==> src/rtl/rmt_recovery_walker_if.sv <==
// Bundle between the rename-map recovery walker, the ActiveList read ports and the
// RMT restore write ports. The walker side is the master.
interface rmt_recovery_walker_if #(
  parameter int AL_INDEX_WIDTH = 6,
  parameter int WALK_WIDTH     = 2,
  parameter int LREG_WIDTH     = 5,
  parameter int PREG_WIDTH     = 7
) ();

  logic                                      toRecoveryPhase;
  logic [AL_INDEX_WIDTH-1:0]                 flushRangeHeadPtr;
  logic [AL_INDEX_WIDTH-1:0]                 flushRangeTailPtr;

  logic [WALK_WIDTH-1:0]                     alReadEn;
  logic [WALK_WIDTH-1:0][AL_INDEX_WIDTH-1:0] alReadPtr;
  logic [WALK_WIDTH-1:0]                     alReadWriteReg;
  logic [WALK_WIDTH-1:0][LREG_WIDTH-1:0]     alReadLogDst;
  logic [WALK_WIDTH-1:0][PREG_WIDTH-1:0]     alReadPrevPhyDst;

  logic [WALK_WIDTH-1:0]                     rmtWriteEn;
  logic [WALK_WIDTH-1:0][LREG_WIDTH-1:0]     rmtWriteLogReg;
  logic [WALK_WIDTH-1:0][PREG_WIDTH-1:0]     rmtWritePhyReg;

  logic                                      renameLogicRecoveryRMT;

  modport master (
    input  toRecoveryPhase, flushRangeHeadPtr, flushRangeTailPtr,
    output alReadEn, alReadPtr,
    input  alReadWriteReg, alReadLogDst, alReadPrevPhyDst,
    output rmtWriteEn, rmtWriteLogReg, rmtWritePhyReg,
    output renameLogicRecoveryRMT
  );

  modport slave (
    output toRecoveryPhase, flushRangeHeadPtr, flushRangeTailPtr,
    input  alReadEn, alReadPtr,
    output alReadWriteReg, alReadLogDst, alReadPrevPhyDst,
    input  rmtWriteEn, rmtWriteLogReg, rmtWritePhyReg,
    input  renameLogicRecoveryRMT
  );

endinterface

==> src/rtl/rmt_recovery_walker.sv <==
// Walks the flushed ActiveList range youngest-to-oldest, WALK_WIDTH entries per cycle,
// restoring each entry's previous physical mapping into the RMT one cycle later.
module rmt_recovery_walker #(
  parameter int AL_INDEX_WIDTH = 6,
  parameter int WALK_WIDTH     = 2,
  parameter int LREG_WIDTH     = 5,
  parameter int PREG_WIDTH     = 7
) (
  input logic                  clk,
  input logic                  rst,
  rmt_recovery_walker_if.master bus
);

  typedef enum logic {IDLE, WALK} state_t;

  state_t                              state, stateNext;
  logic [AL_INDEX_WIDTH-1:0]           remaining, remainingNext;
  logic [AL_INDEX_WIDTH-1:0]           walkPtr, walkPtrNext;
  logic [AL_INDEX_WIDTH-1:0]           issueCnt;
  logic [AL_INDEX_WIDTH-1:0]           flushCount;
  logic [WALK_WIDTH-1:0]               laneIssue;
  logic [WALK_WIDTH-1:0]               pipeValid;
  logic [WALK_WIDTH-1:0]               writeEn;
  logic [WALK_WIDTH-1:0][AL_INDEX_WIDTH-1:0] readPtr;
  logic                                busy;

  // Index subtraction wraps naturally at 2^AL_INDEX_WIDTH.
  assign flushCount = bus.flushRangeTailPtr - bus.flushRangeHeadPtr;
  assign busy       = (state == WALK) || (|pipeValid);

  // NOTE: every combinational output gets a default before any branch so no path
  // leaves it unassigned and no latch is inferred.
  always_comb begin
    stateNext     = state;
    remainingNext = remaining;
    walkPtrNext   = walkPtr;
    laneIssue     = '0;
    issueCnt      = '0;
    unique case (state)
      IDLE: begin
        if (bus.toRecoveryPhase && !busy) begin
          remainingNext = flushCount;
          walkPtrNext   = bus.flushRangeTailPtr;
          if (flushCount != '0) stateNext = WALK;
        end
      end
      WALK: begin
        for (int i = 0; i < WALK_WIDTH; i++) begin
          laneIssue[i] = (remaining > AL_INDEX_WIDTH'(i));
          if (laneIssue[i]) issueCnt = issueCnt + AL_INDEX_WIDTH'(1);
        end
        remainingNext = remaining - issueCnt;
        walkPtrNext   = walkPtr - issueCnt;
        if (remainingNext == '0) stateNext = IDLE;
      end
    endcase
  end

  always_comb begin
    for (int i = 0; i < WALK_WIDTH; i++) begin
      readPtr[i] = walkPtr - AL_INDEX_WIDTH'(i + 1);
    end
  end

  // Within one beat the highest lane is the oldest entry, so it alone restores a
  // register that several lanes target.
  always_comb begin
    writeEn = '0;
    for (int i = 0; i < WALK_WIDTH; i++) begin
      writeEn[i] = pipeValid[i] & bus.alReadWriteReg[i];
      for (int j = i + 1; j < WALK_WIDTH; j++) begin
        if (pipeValid[j] && bus.alReadWriteReg[j] &&
            (bus.alReadLogDst[j] == bus.alReadLogDst[i])) begin
          writeEn[i] = 1'b0;
        end
      end
    end
  end

  assign bus.alReadEn               = laneIssue;
  assign bus.alReadPtr              = readPtr;
  assign bus.rmtWriteEn             = writeEn;
  assign bus.rmtWriteLogReg         = bus.alReadLogDst;
  assign bus.rmtWritePhyReg         = bus.alReadPrevPhyDst;
  assign bus.renameLogicRecoveryRMT = busy;

  // NOTE: sequential state uses non-blocking assignments so every flop samples
  // pre-edge values regardless of process ordering.
  always_ff @(posedge clk or posedge rst) begin
    if (rst) begin
      state     <= IDLE;
      remaining <= '0;
      walkPtr   <= '0;
      pipeValid <= '0;
    end else begin
      state     <= stateNext;
      remaining <= remainingNext;
      walkPtr   <= walkPtrNext;
      pipeValid <= laneIssue;
    end
  end

  // A start pulse while busy is dropped; flag it in simulation.
  startWhileBusy: assert property (@(posedge clk) disable iff (rst)
                                   !(bus.toRecoveryPhase && busy));

endmodule

==> src/flat_wrapper.sv <==
// flat-port wrapper written by rule: the top's interface ports become plain ports
module rmt_recovery_walker_flat 
#(
  parameter int AL_INDEX_WIDTH = 6,
  parameter int WALK_WIDTH     = 2,
  parameter int LREG_WIDTH     = 5,
  parameter int PREG_WIDTH     = 7
)
  (clk, rst, bus_toRecoveryPhase, bus_flushRangeHeadPtr, bus_flushRangeTailPtr, bus_alReadEn, bus_alReadPtr, bus_alReadWriteReg, bus_alReadLogDst, bus_alReadPrevPhyDst, bus_rmtWriteEn, bus_rmtWriteLogReg, bus_rmtWritePhyReg, bus_renameLogicRecoveryRMT);
  rmt_recovery_walker_if #(.AL_INDEX_WIDTH(AL_INDEX_WIDTH), .WALK_WIDTH(WALK_WIDTH), .LREG_WIDTH(LREG_WIDTH), .PREG_WIDTH(PREG_WIDTH)) bus_i ();
  input logic clk;
  input logic rst;
  input wire logic [$bits(bus_i.toRecoveryPhase)-1:0] bus_toRecoveryPhase;
  input wire logic [$bits(bus_i.flushRangeHeadPtr)-1:0] bus_flushRangeHeadPtr;
  input wire logic [$bits(bus_i.flushRangeTailPtr)-1:0] bus_flushRangeTailPtr;
  output wire logic [$bits(bus_i.alReadEn)-1:0] bus_alReadEn;
  output wire logic [$bits(bus_i.alReadPtr)-1:0] bus_alReadPtr;
  input wire logic [$bits(bus_i.alReadWriteReg)-1:0] bus_alReadWriteReg;
  input wire logic [$bits(bus_i.alReadLogDst)-1:0] bus_alReadLogDst;
  input wire logic [$bits(bus_i.alReadPrevPhyDst)-1:0] bus_alReadPrevPhyDst;
  output wire logic [$bits(bus_i.rmtWriteEn)-1:0] bus_rmtWriteEn;
  output wire logic [$bits(bus_i.rmtWriteLogReg)-1:0] bus_rmtWriteLogReg;
  output wire logic [$bits(bus_i.rmtWritePhyReg)-1:0] bus_rmtWritePhyReg;
  output wire logic [$bits(bus_i.renameLogicRecoveryRMT)-1:0] bus_renameLogicRecoveryRMT;
  assign bus_i.toRecoveryPhase = bus_toRecoveryPhase;
  assign bus_i.flushRangeHeadPtr = bus_flushRangeHeadPtr;
  assign bus_i.flushRangeTailPtr = bus_flushRangeTailPtr;
  assign bus_alReadEn = bus_i.alReadEn;
  assign bus_alReadPtr = bus_i.alReadPtr;
  assign bus_i.alReadWriteReg = bus_alReadWriteReg;
  assign bus_i.alReadLogDst = bus_alReadLogDst;
  assign bus_i.alReadPrevPhyDst = bus_alReadPrevPhyDst;
  assign bus_rmtWriteEn = bus_i.rmtWriteEn;
  assign bus_rmtWriteLogReg = bus_i.rmtWriteLogReg;
  assign bus_rmtWritePhyReg = bus_i.rmtWritePhyReg;
  assign bus_renameLogicRecoveryRMT = bus_i.renameLogicRecoveryRMT;
  rmt_recovery_walker #(.AL_INDEX_WIDTH(AL_INDEX_WIDTH), .WALK_WIDTH(WALK_WIDTH), .LREG_WIDTH(LREG_WIDTH), .PREG_WIDTH(PREG_WIDTH)) u_core (.clk(clk), .rst(rst), .bus(bus_i));
endmodule
==> config.mk <==
export PLATFORM = sky130hd
export DESIGN_NAME = rmt_recovery_walker_flat
export DESIGN_NICKNAME = d
export VERILOG_FILES = /design/src/rtl/rmt_recovery_walker_if.sv /design/src/rtl/rmt_recovery_walker.sv /design/src/flat_wrapper.sv
export SDC_FILE = /design/constraint.sdc
export NUM_CORES = 1
export LEC_CHECK = 0
export BUFFER_PORTS_ARGS = -buffer_cell sky130_fd_sc_hd__buf_2
export CORE_MARGIN = 3
export CORE_UTILIZATION = 40
export DETAILED_ROUTE_END_ITERATION = 7
export GPL_TIMING_DRIVEN = 0
export PLACE_DENSITY_LB_ADDON = 0.12
export SKIP_LAST_GASP = 1
export SLEW_MARGIN = 20
export SYNTH_ARGS = -nofsm -noshare
export SYNTH_HDL_FRONTEND = slang
export SYNTH_SLANG_ARGS = --single-unit
==> constraint.sdc <==
create_clock -name clk -period 2.7 [get_ports clk]
set_input_delay 0.27 -clock clk [delete_from_list [all_inputs] [get_ports clk]]
set_output_delay 0.27 -clock clk [all_outputs]
set_load 0.01 [all_outputs]
==> results.json <==
{
  "drive_gt1_share_pct": 46.5,
  "final_cell_mix": "buf_2 (69), buf_4 (35), inv_1 (15), dfrtp_1 (15), nand2_1 (14)",
  "core_um2": 3770,
  "startpoint_type": "flop",
  "cts_buffer_depth": 2,
  "grt_max_degree": 16,
  "critPathKind": "flop to flop",
  "routed_via_density": 4.91,
  "synth_area_per_cell_um2": 8.53,
  "cts_tree": "yes",
  "synth_area_um2": 1620,
  "synth-seq-area-share_pct": 23.1,
  "final_common_cell": "buf_2",
  "drtPass1Iterations": 4,
  "ir_drop_uv": 301,
  "port_buffers": 67,
  "critPathLaunch": "u_core.remaining[2]",
  "synth_warnings": 0,
  "synth_seq_cells": 15,
  "grt_overflow": 0,
  "vias": 1566,
  "antenna_left": 0,
  "die_h_um": 69.7,
  "design_power_total_w": 0.00185,
  "cts_root_buf": "clkbuf_8",
  "cap_violations": 0,
  "powerDensity_nw_per_um2": 835,
  "synthArstFlopShare_pct": 100,
  "setup_ws_ns": -0.0255,
  "drv_slew": 0,
  "grt_pass1_vias": 1412,
  "end_kind": "flop",
  "final_nets": 329,
  "synth-edff-count": 0,
  "fmax_mhz": 367,
  "ys_top_cells_by_area": "dfrtp_1 (23%), buf_4 (12%), ha_1 (11%)",
  "die-area_um2": 4850,
  "r2r_start": "u_core.remaining[2]",
  "start_util_pct": 43.0,
  "wl_per_cell_um": 12.4,
  "grt_pass1_wl_um": 6340,
  "drt_iter0_markers": 17,
  "grt_util_all_layers_pct": 15.9,
  "synth_flop_cell": "dfrtp_1",
  "area_growth_pct": 36.5,
  "whs_ns": 0.0891,
  "clk_latency_ns": 0.25,
  "outcome": "complete, but fails checks",
  "hp-class": "input pin to asynchronous set/reset pin",
  "numCtsBuffers": 3,
  "finalHoldViolCount": 0,
  "regArea_um2": 375,
  "dp_hpwl_um": 3160,
  "yosysTopAreaCellShare_pct": 23.1,
  "violations": "setup timing",
  "finalCritPeriodShare_pct": 101,
  "h-tree-depth": 1,
  "multiInputGateArea_um2": 1050,
  "num_rows": 22,
  "fp.dieW_um": 69.7,
  "cp_data_arrival_time_ns": 2.85,
  "setup_viol": 1,
  "worstPathMaxFanout": 4,
  "leakagePower_nw": 1.10,
  "yosysUniqueCellTypes": 49,
  "synth_top_area_cell": "dfrtp_1",
  "crit_required_ns": 2.83,
  "tns_ns": -0.0255,
  "rsz0062_at_grt": "true",
  "n_antenna_cell": 0,
  "fin_worst_skew_ns": 0.00281,
  "synthCells": 190,
  "ioPinCount": 82,
  "routed_wl_um": 3960,
  "slew_headroom_pct": 58.8,
  "worst_pin_slew_ns": 0.618,
  "post-route-min-period_ns": 2.73,
  "cts.clk_slew.worst_paths_ns": 0.06,
  "gp_congestion": 0.747,
  "nFillCells": 356,
  "route.detailed.drc": 0,
  "clock-sinks": 15,
  "antenna_found_initial": 0,
  "synth_fp_nets": 247
}
==> metrics by stage <==
stage	cell area, µm²	util, %	std cells	worst slack, ns
finish	2210	58.7	319	-0.0255
global route	2210	58.7	319	-0.140
CTS	2150	57.0	315	-0.0894
detailed placement	2030	53.7	305	-0.188
global placement	2030	53.7	305	-0.172
floorplan	1630	-	190	0.0218
==> registers in the layout, summed over array words and instances, names as in the netlist <==
name and count:
u_core.remaining 6, u_core.walkPtr 6, u_core.pipeValid 2, u_core.state 1
==> synthesized netlist by cell type, types with 2 or more instances <==
| library cell | instances |
|---|---|
| buf_4 | 25 |
| inv_1 | 16 |
| dfrtp_1 | 15 |
| ha_1 | 14 |
| nand2_1 | 14 |
| nor2_1 | 10 |
| xor2_1 | 10 |
| xnor2_1 | 7 |
| a21oi_1 | 6 |
| nand2b_1 | 5 |
| nor3_1 | 5 |
| and2_1 | 4 |
| clkbuf_1 | 4 |
| nor2b_1 | 4 |
| o21ai_0 | 4 |
| a211oi_1 | 2 |
| a221oi_1 | 2 |
| a311oi_1 | 2 |
| buf_2 | 2 |
| fa_1 | 2 |
| mux2i_1 | 2 |
| nand4_1 | 2 |
| nor4_1 | 2 |
| o211ai_1 | 2 |
| o21ai_1 | 2 |
| o2bb2ai_1 | 2 |
| o32ai_1 | 2 |
| or3_4 | 2 |
==> path summary, 6_finish.rpt <==
check	depth (start not counted)	slack, ns	endpoint
max	11	-0.03	u_core.state
max reg2reg	11	-0.03	u_core.state
min reg2reg	1	0.56	u_core.walkPtr[5]
min in group clk	3	0.28	u_core.walkPtr[2]
max in group asynchronous	2	2.21	u_core.pipeValid[1]
min	2	0.09	u_core.walkPtr[3]
==> final cells by class <==
| cell class | count | area share (%) |
|---|---|---|
| multi-input cells | 128 | 47.3 |
| plain buffers | 31 | 9.61 |
| clock buffers | 4 | 2.04 |
| repair buffers | 77 | 18.5 |
| well taps | 48 | 2.71 |
| inverters | 16 | 2.83 |
| flip-flops and latches | 15 | 17.0 |
==> critical path, cell delays in order (launching register included) <==
cell       delay (ns)
dfrtp_1          0.39
or3_4            0.39
or3_4            0.39
nand2b_4         0.16
ha_4             0.17
inv_4            0.07
ha_4             0.20
nor2b_4          0.14
o41a_1           0.34
nor3_2           0.11
nand4_1          0.11
o2bb2ai_1        0.14
==> layer usage <==
metal	wire (µm)	vias up	global-route usage [%]	share of wire, %
met4	28	0	4.68	0.71
met3	408	2	4.20	10
li1	-	796	-	-
met2	1720	78	25.4	43
met5	0	-	0	0
met1	1800	690	21.0	46
==> report_power, final <==
part	internal (W)	switching (W)
Clock	0.000105	0.0000823
Sequential	0.000334	0.0000873
Combinational	0.000607	0.000633
Total	0.00105	0.000803
==> repair_timing <==
item	4_1_cts	5_1_grt
endpoints found under the hold margin	0	0
hold buffers	0	0
pin swaps	5	6
buffers inserted	6	4
gates resized for setup	6	7
setup endpoints to repair	6	6
==> logic make-up after synthesis <==
family,count (synthesis),share of synthesized area (%)
simple gates,58,20.8
flops,15,23.1
mux,2,1.23
fa+ha+maj,16,13.3
xor+xnor,17,9.18
compound gates,35,15.6
buf+inv,47,16.8
Note: power is estimated with default switching activity, not from simulation.
